<file path="src/rtl/mips_pkg.sv">
// rtl/mips_pkg.sv - shared encodings and state type for the MIPS multicycle controller
package mips_pkg;

    localparam logic [5:0] OP_RTYPE = 6'b000000;
    localparam logic [5:0] OP_LW    = 6'b100011;
    localparam logic [5:0] OP_SW    = 6'b101011;
    localparam logic [5:0] OP_BEQ   = 6'b000100;
    localparam logic [5:0] OP_ADDI  = 6'b001000;
    localparam logic [5:0] OP_J     = 6'b000010;

    localparam logic [5:0] FN_ADD = 6'b100000;
    localparam logic [5:0] FN_SUB = 6'b100010;
    localparam logic [5:0] FN_AND = 6'b100100;
    localparam logic [5:0] FN_OR  = 6'b100101;
    localparam logic [5:0] FN_SLT = 6'b101010;

    localparam logic [2:0] ALU_ADD = 3'b010;
    localparam logic [2:0] ALU_SUB = 3'b110;
    localparam logic [2:0] ALU_AND = 3'b000;
    localparam logic [2:0] ALU_OR  = 3'b001;
    localparam logic [2:0] ALU_SLT = 3'b111;

    localparam logic [1:0] SRCB_RT     = 2'b00;
    localparam logic [1:0] SRCB_FOUR   = 2'b01;
    localparam logic [1:0] SRCB_IMM    = 2'b10;
    localparam logic [1:0] SRCB_IMM_SH = 2'b11;

    localparam logic [1:0] PCSRC_ALU    = 2'b00;
    localparam logic [1:0] PCSRC_ALUOUT = 2'b01;
    localparam logic [1:0] PCSRC_JUMP   = 2'b10;

    typedef enum logic [3:0] {
        S_FETCH, S_DECODE, S_MEMADR, S_MEMRD, S_MEMWB, S_MEMWR,
        S_RTYPE_EX, S_RTYPE_WB, S_BEQ_EX, S_ADDI_EX, S_ADDI_WB, S_J_EX,
        S_FAULT
    } state_t;

endpackage

</file>
<file path="src/rtl/mips_alu_decoder.sv">
// rtl/mips_alu_decoder.sv - R-type funct field to ALU operation decode
module mips_alu_decoder
    import mips_pkg::*;
(
    input  logic [5:0] funct,
    output logic [2:0] alu_ctrl,
    output logic       valid
);

    always_comb begin
        alu_ctrl = ALU_AND;
        valid    = 1'b1;
        case (funct)
            FN_ADD:  alu_ctrl = ALU_ADD;
            FN_SUB:  alu_ctrl = ALU_SUB;
            FN_AND:  alu_ctrl = ALU_AND;
            FN_OR:   alu_ctrl = ALU_OR;
            FN_SLT:  alu_ctrl = ALU_SLT;
            default: valid    = 1'b0;
        endcase
    end

endmodule

</file>
<file path="src/rtl/mips_multicycle_ctrl.sv">
// rtl/mips_multicycle_ctrl.sv - multicycle control FSM with memory wait watchdog and retire counter
module mips_multicycle_ctrl
    import mips_pkg::*;
#(
    parameter int WAIT_LIMIT = 15,
    parameter int CNT_W      = 32
) (
    input  logic             clk,
    input  logic             reset,
    input  logic [5:0]       opcode,
    input  logic [5:0]       funct,
    input  logic             zero,
    input  logic             mem_ready,
    output logic             mem_req,
    output logic             mem_we,
    output logic             iord,
    output logic             ir_write,
    output logic             pc_write,
    output logic [1:0]       pc_src,
    output logic             alu_src_a,
    output logic [1:0]       alu_src_b,
    output logic [2:0]       alu_ctrl,
    output logic             reg_we,
    output logic             reg_dst,
    output logic             mem_to_reg,
    output logic             bad_instr,
    output logic             halted,
    output logic [CNT_W-1:0] instr_count
);

    localparam int WAIT_W = $clog2(WAIT_LIMIT + 2);

    state_t            state;
    state_t            state_next;
    logic [WAIT_W-1:0] wait_cnt;
    logic              retire;
    logic [2:0]        dec_ctrl;
    logic              dec_valid;

    mips_alu_decoder u_alu_decoder (
        .funct    (funct),
        .alu_ctrl (dec_ctrl),
        .valid    (dec_valid)
    );

    always_comb begin
        state_next = state;
        retire     = 1'b0;
        mem_req    = 1'b0;
        mem_we     = 1'b0;
        iord       = 1'b0;
        ir_write   = 1'b0;
        pc_write   = 1'b0;
        pc_src     = PCSRC_ALU;
        alu_src_a  = 1'b0;
        alu_src_b  = SRCB_RT;
        alu_ctrl   = ALU_AND;
        reg_we     = 1'b0;
        reg_dst    = 1'b0;
        mem_to_reg = 1'b0;
        bad_instr  = 1'b0;
        halted     = 1'b0;

        // Reset forces every output low so an aborted instruction cannot write anything.
        if (!reset) begin
            case (state)
                S_FETCH: begin
                    mem_req   = 1'b1;
                    alu_src_b = SRCB_FOUR;
                    alu_ctrl  = ALU_ADD;
                    pc_src    = PCSRC_ALU;
                    if (mem_ready) begin
                        ir_write   = 1'b1;
                        pc_write   = 1'b1;
                        state_next = S_DECODE;
                    end
                end
                S_DECODE: begin
                    alu_src_b = SRCB_IMM_SH;
                    alu_ctrl  = ALU_ADD;
                    case (opcode)
                        OP_RTYPE:     state_next = S_RTYPE_EX;
                        OP_LW, OP_SW: state_next = S_MEMADR;
                        OP_BEQ:       state_next = S_BEQ_EX;
                        OP_ADDI:      state_next = S_ADDI_EX;
                        OP_J:         state_next = S_J_EX;
                        default: begin
                            bad_instr  = 1'b1;
                            state_next = S_FETCH;
                        end
                    endcase
                end
                S_MEMADR: begin
                    alu_src_a  = 1'b1;
                    alu_src_b  = SRCB_IMM;
                    alu_ctrl   = ALU_ADD;
                    state_next = (opcode == OP_LW) ? S_MEMRD : S_MEMWR;
                end
                S_MEMRD: begin
                    mem_req = 1'b1;
                    iord    = 1'b1;
                    if (mem_ready) state_next = S_MEMWB;
                end
                S_MEMWB: begin
                    reg_we     = 1'b1;
                    mem_to_reg = 1'b1;
                    state_next = S_FETCH;
                    retire     = 1'b1;
                end
                S_MEMWR: begin
                    mem_req = 1'b1;
                    mem_we  = 1'b1;
                    iord    = 1'b1;
                    if (mem_ready) begin
                        state_next = S_FETCH;
                        retire     = 1'b1;
                    end
                end
                S_RTYPE_EX: begin
                    alu_src_a = 1'b1;
                    alu_src_b = SRCB_RT;
                    alu_ctrl  = dec_ctrl;
                    if (dec_valid) begin
                        state_next = S_RTYPE_WB;
                    end else begin
                        bad_instr  = 1'b1;
                        state_next = S_FETCH;
                    end
                end
                S_RTYPE_WB: begin
                    reg_we     = 1'b1;
                    reg_dst    = 1'b1;
                    state_next = S_FETCH;
                    retire     = 1'b1;
                end
                S_BEQ_EX: begin
                    alu_src_a  = 1'b1;
                    alu_src_b  = SRCB_RT;
                    alu_ctrl   = ALU_SUB;
                    pc_src     = PCSRC_ALUOUT;
                    pc_write   = zero;
                    state_next = S_FETCH;
                    retire     = 1'b1;
                end
                S_ADDI_EX: begin
                    alu_src_a  = 1'b1;
                    alu_src_b  = SRCB_IMM;
                    alu_ctrl   = ALU_ADD;
                    state_next = S_ADDI_WB;
                end
                S_ADDI_WB: begin
                    reg_we     = 1'b1;
                    state_next = S_FETCH;
                    retire     = 1'b1;
                end
                S_J_EX: begin
                    pc_src     = PCSRC_JUMP;
                    pc_write   = 1'b1;
                    state_next = S_FETCH;
                    retire     = 1'b1;
                end
                S_FAULT: halted = 1'b1;
                default: state_next = S_FETCH;
            endcase

            // Watchdog: a memory stall that reaches the limit traps the controller.
            if (mem_req && !mem_ready && wait_cnt == WAIT_W'(WAIT_LIMIT)) begin
                state_next = S_FAULT;
            end
        end
    end

    always_ff @(posedge clk) begin
        if (reset) begin
            state       <= S_FETCH;
            wait_cnt    <= '0;
            instr_count <= '0;
        end else begin
            state <= state_next;
            if (mem_req && !mem_ready && state_next == state) begin
                wait_cnt <= wait_cnt + WAIT_W'(1);
            end else begin
                wait_cnt <= '0;
            end
            if (retire) begin
                instr_count <= instr_count + CNT_W'(1);
            end
        end
    end

endmodule

</file>
<file path="config.mk">
export PLATFORM = sky130hd
export DESIGN_NAME = mips_multicycle_ctrl
export DESIGN_NICKNAME = d
export VERILOG_FILES = /design/src/rtl/mips_pkg.sv /design/src/rtl/mips_alu_decoder.sv /design/src/rtl/mips_multicycle_ctrl.sv
export SDC_FILE = /design/constraint.sdc
export NUM_CORES = 1
export LEC_CHECK = 0
export CAP_MARGIN = 15
export CORE_MARGIN = 2
export CORE_UTILIZATION = 52
export DETAILED_ROUTE_END_ITERATION = 6
export PLACE_DENSITY = 0.9
export SKIP_LAST_GASP = 1
export SLEW_MARGIN = 20
export SYNTH_ARGS = -nofsm -noshare
export SYNTH_HDL_FRONTEND = slang
export SYNTH_SLANG_ARGS = --single-unit
</file>
<file path="constraint.sdc">
create_clock -name clk -period 5.4 [get_ports clk]
set_clock_uncertainty 0.05 [all_clocks]
set_input_delay 1.62 -clock clk [delete_from_list [all_inputs] [get_ports clk]]
set_output_delay 1.62 -clock clk [all_outputs]
set_load 0.005 [all_outputs]
</file>
Word level (Yosys, flattened, before mapping)
Cells that the tools add are included.

word-level totals
  register bits = 41
  bits in latches = 0
  memory bits (writable) = 0
  bits in read-only memories = 0
  output and inout bits = 50
  logic and storage cells = 93
  memories kept = 0

operators by class
  add/subtract/negate cells = 2
  multipliers = 0
  div/mod/pow operators = 0
  magnitude comparators = 0
  equal/unequal tests = 24
  shift-type cells = 0
  multiplexer cells = 45
  bitwise operators = 1
  reduce and logical (&&, ||, !) cells = 18

operators by type and width
  operator                                                               count
  6-bit equality test, second input constant                             7
  32-bit by 1-bit adder with 32-bit output, second input constant        1
  4-bit case mux with 8 select lines                                     1
  1-bit two-way mux                                                      26
  4-bit equality test, second input constant                             5
  4-bit two-way mux                                                      5
  4-bit case mux with 5 select lines                                     1
  4-bit by 3-bit equality test with 1-bit output, second input constant  4
  3-bit case mux with 4 select lines                                     1
  5-bit OR reduction                                                     2
  3-bit two-way mux                                                      3
  3-bit case mux with 3 select lines                                     1
  4-bit by 2-bit equality test with 1-bit output, second input constant  2
  2-bit OR reduction                                                     4
  4-bit OR reduction                                                     2
  6-bit by 2-bit equality test with 1-bit output, second input constant  1
  6-bit by 3-bit equality test with 1-bit output, second input constant  1
  6-bit by 4-bit equality test with 1-bit output, second input constant  1
  6-bit logical NOT                                                      1
  2-bit case mux with 3 select lines                                     1
  3-bit OR reduction                                                     2
  6-bit OR reduction                                                     1
  5-bit by 1-bit adder with 5-bit output, second input constant          1
  5-bit by 4-bit equality test with 1-bit output, second input constant  1
  10 further kinds                                                       15

Depth between registers and ports, before layout
  depth in word-level cells = 12
  depth in mapped cells = 8
  mapped depth without buffers = 8

By module
A second synthesis with hierarchy kept.

second synthesis, totals
  cell total of the unflattened synthesis = 338
  area, all modules = 2,551.2 µm²

by module, submodules not included
  module                times used  cells each  area an instance (µm²)  sequential area each (µm²)
  mips_multicycle_ctrl  1           329         2,479.9                 820.8
  mips_alu_decoder      1           9           71.3                    0.0

Worst setup path before layout
No wires, ideal clock.

  path kind = input-to-output
  start point = input port opcode[3]
  end point = output port bad_instr
  arrival = 2.395 ns
  path slack = 1.335 ns
  stages = 4
  buffers on the path = 1
  cells stage by stage = clkbuf_1 -> nor4_1 -> o21ai_0 -> a32o_1

between the ends
  cells in the longest elaborated chain, start to end = 5
  elaborated cells on any way between the ends = 10

ends and longest elaborated chain
  what                                         line                        text
  from (decl)                                  mips_multicycle_ctrl.sv:10  input logic [5:0] opcode,
  6-bit equality test (tied with other cells)  mips_multicycle_ctrl.sv:81  case (opcode)
  6-bit OR reduction (no line) (*)             --
  1-bit two-way mux (*)                        mips_multicycle_ctrl.sv:81
  1-bit case mux with 2 select lines (*)       mips_multicycle_ctrl.sv:66  case (state)
  1-bit two-way mux (*)                        mips_multicycle_ctrl.sv:65  if (!reset) begin
  to (decl)                                    mips_multicycle_ctrl.sv:26  output logic bad_instr,

Mark *: on every way between the ends. The rest lies on a longest branch, timed or not.

Final worst setup path
  start point = input port mem_ready
  end point = output port pc_write

between the ends
  cells in the longest elaborated chain, start to end = 3

ends and longest elaborated chain
  what                                line                        text
  from (decl)                         mips_multicycle_ctrl.sv:13  input logic mem_ready,
  1-bit two-way mux                   mips_multicycle_ctrl.sv:72  if (mem_ready) begin
  1-bit case mux with 3 select lines  mips_multicycle_ctrl.sv:66
  1-bit two-way mux                   mips_multicycle_ctrl.sv:65
  to (decl)                           mips_multicycle_ctrl.sv:18  output logic pc_write,

Every way passes these cells.

==> results.md <==
- Pwr/cell area: 192 nW/um^2
- Clock power frac: 0.420
- Crit Reg-Reg Startpoint: state[1]
- Gr usage total: 0.250
- CTS tree: built
- First-pass GRT wire length: 10600 um
- Filler cells: 364
- Power Internal: 0.480 mW
- Initial antenna violation count: 0
- Post-Syn Instances: 315
- Fmax: 199 MHz
- I/O pins: 66
- Most frequent cells in the layout: clkdlybuf4s50_1 (65), nor2_1 (44), dfxtp_1 (41), nand2_1 (24), a21oi_1 (18)
- CTS Sinks: 41
- Setup tns final: 0 ps
- Area leader, netlist: dfxtp_1
- Fin util: 0.727
- Sw Share: 0.228
- Die Y: 72.6 um
- Reg2Reg Depth: 6
- Req. time, crit path: 3730 ps
- Logic pwr share: 0.086
- Hold Path Origin: wait_cnt[0]
- DRT iter0 DRCs: 197
- Worst vdd ir: 0.000158 V
- Final ANT Viol Nets: 0
- Syn_area_per_cell: 7.77 sq um
- Power share of the sequential group: 0.494
- Mapped cell area: 2450 sq um
- Num CTS Buffers: 5
- Worst Hold End: wait_cnt[0]
- Share of cells above drive strength 1: 0.0483
- Setup Buffers After CTS: 0
- Post-CTS sizing: 0
- Final period util: 0.931
- Ant diodes: 0
- # hold bufs at CTS: 0
- WS Path Type: input port to output pin
- RSZ-0062 raised after global routing: false
- R2R Path End: instr_count[31]
- Core area: 4440 sq um
- Input/output buffers: 65
- Clk slew on worst S/H paths: 80 ps
- Die Wd: 72.6 um
- Ys flop type: dfxtp_1
- Drt first pass iters: 4
- Hold Path Depth: 1
- Slew @ Worst Pin: 709 ps
- Post-DR vias/cell: 6.05
- Lkg Pwr: 1.04 nW
- Net switching power: 0.142 mW
- Period minus WS final: 5030 ps
- Max Root-Sink Buffers: 2
- DPL Wire Length: 4630 um
- Site Rows: 24
- Worst hold slack: 407 ps
- Fin nets: 391
- Final setup violation count: 0
- Sequential fraction of the synthesis area: 0.335
- Ys Warns: 0
- Pwr Total: 0.622 mW
- Setup crit start kind: input port
- GR Overflow Total: 0
- Post-synth net total: 334
- Outcome: finished, final reports clean
- Largest net degree at the start of global routing: 33
- Layout area overhead: 32.0%
- Root Driver: clkbuf_8
- Synth top area share: 0.335
- Max H-tree Level: 2
- Via count: 2573
- Number of flops mapped to enable cells by yosys: 0
- Synth top area cells: dfxtp_1 (34%), nor2_1 (6.7%), xnor2_1 (6.1%)
- Hold WC Path Type: register to register
- GP Congestion: 0.839
- Most common cell after layout, fill and taps aside: clkdlybuf4s50_1
- Area of the die: 5270 sq um
- Final hold violations: 0
- Initial Util: 0.551
- Seq cells post-synth: 41
- Crit Path Max Fanout: 7
- Clock Latency Late Sink: 300 ps
- Slew headroom: 0.526
- Slew Viols, Final: 0
- Vias in the first global route: 2453
- Crit end category: output pin
- Worst path arrival time: 3360 ps
- Unique masters post-synth: 51
- R2R Setup Slk: 2270 ps
- Total of max-cap violations: 0
- Async S/R FF share, synth: 0
- Final wirelength: 6490 um
- Drt drc: 0
- Avg WL per Cell: 15.3 um
## synthesized netlist by cell type (2+ instances only)
master	number
a21boi_0	2
clkbuf_1	12
inv_1	5
nor2b_1	5
or4_1	4
xnor2_1	17
a21oi_1	18
nand4_2	2
o21a_1	4
and4_1	4
o31ai_1	4
nand3_1	8
nand2b_1	9
nor4_1	14
a22oi_1	2
or3_4	2
nand2_1	24
nand4_1	9
xor2_1	9
nor2_1	44
buf_2	3
o2111ai_1	2
or3_1	8
o211ai_1	2
o21ai_0	13
ha_1	3
o22ai_1	3
nor3_1	11
a31oi_1	2
dfxtp_1	41
nor4b_1	4
buf_1	2
and3_1	5
## state kept, by name, indices dropped and copies added (netlist names)
signal	flops
instr_count	32
state	4
wait_cnt	5
## worst max path at each step
stage | from | to | slack [ps] | cells after the start
floorplan | opcode[3] | bad_instr | 1330 | 4
global placement | opcode[3] | bad_instr | 430 | 5
detailed placement | mem_ready | pc_write | 380 | 6
CTS | mem_ready | pc_write | 380 | 6
global route | mem_ready | pc_write | 280 | 6
finish | mem_ready | pc_write | 370 | 6
## through the flow
step / worst slack (ps) / area, sq um / cells
final: 370 / 3230 / 425
after global routing: 279 / 3230 / 425
after CTS: 375 / 3230 / 425
after detailed placement: 381 / 3110 / 417
after global placement: 428 / 3110 / 417
after floorplan: 1330 / 2450 / 315
## cell families (layout without fill, tap and decap cells)
| family | after synthesis | count (layout) | synth area share |
|---|---|---|---|
| AND/OR/NAND/NOR | 160 | 160 | 0.355 |
| AO/OA/AOI/OAI | 62 | 62 | 0.163 |
| flip-flops | 41 | 41 | 0.335 |
| XOR/XNOR | 26 | 26 | 0.0930 |
| buffers and inverters | 23 | 81 | 0.0383 |
| adder cells (fa/ha/maj) | 3 | 3 | 0.0153 |
## power groups by stage
stage | logic [mW] | clock network (mW) | registers (mW)
6_report | 0.0534 | 0.261 | 0.307
5_1_grt | 0.0581 | 0.274 | 0.308
4_1_cts | 0.0532 | 0.262 | 0.307
3_5_place_dp | 0.0528 | 0 | 0.314
3_3_place_gp | 0.0519 | 0 | 0.314
2_1_floorplan | 0.0293 | 0 | 0.311
## layer usage
layer	part of all wire	wire [um]	global-route usage	vias to the layer above
li1	-	-	-	1260
met1	0.44	2870	0.315	1212
met2	0.49	3150	0.425	95
met3	0.061	394	0.0539	6
met4	0.011	71	0.0802	0
met5	0	0	0	-
## critical path, cell delays in order
cell             delay, ps
clkdlybuf4s50_1        570
nor2b_1                310
a21oi_1                 70
nor3_1                 160
or2_2                  140
clkdlybuf4s50_1        490
## layout make-up
cell class	instances	area (sq um)	area share
multi-input combinational	251	1530	0.474
sequential	41	821	0.254
clock inverter	2	37.5	0.0116
timing repair buffer	68	673	0.208
tap	52	65.1	0.0201
inverter	5	18.8	0.00581
clock buffer	6	82.6	0.0256
(Power assumes the default switching activity.)
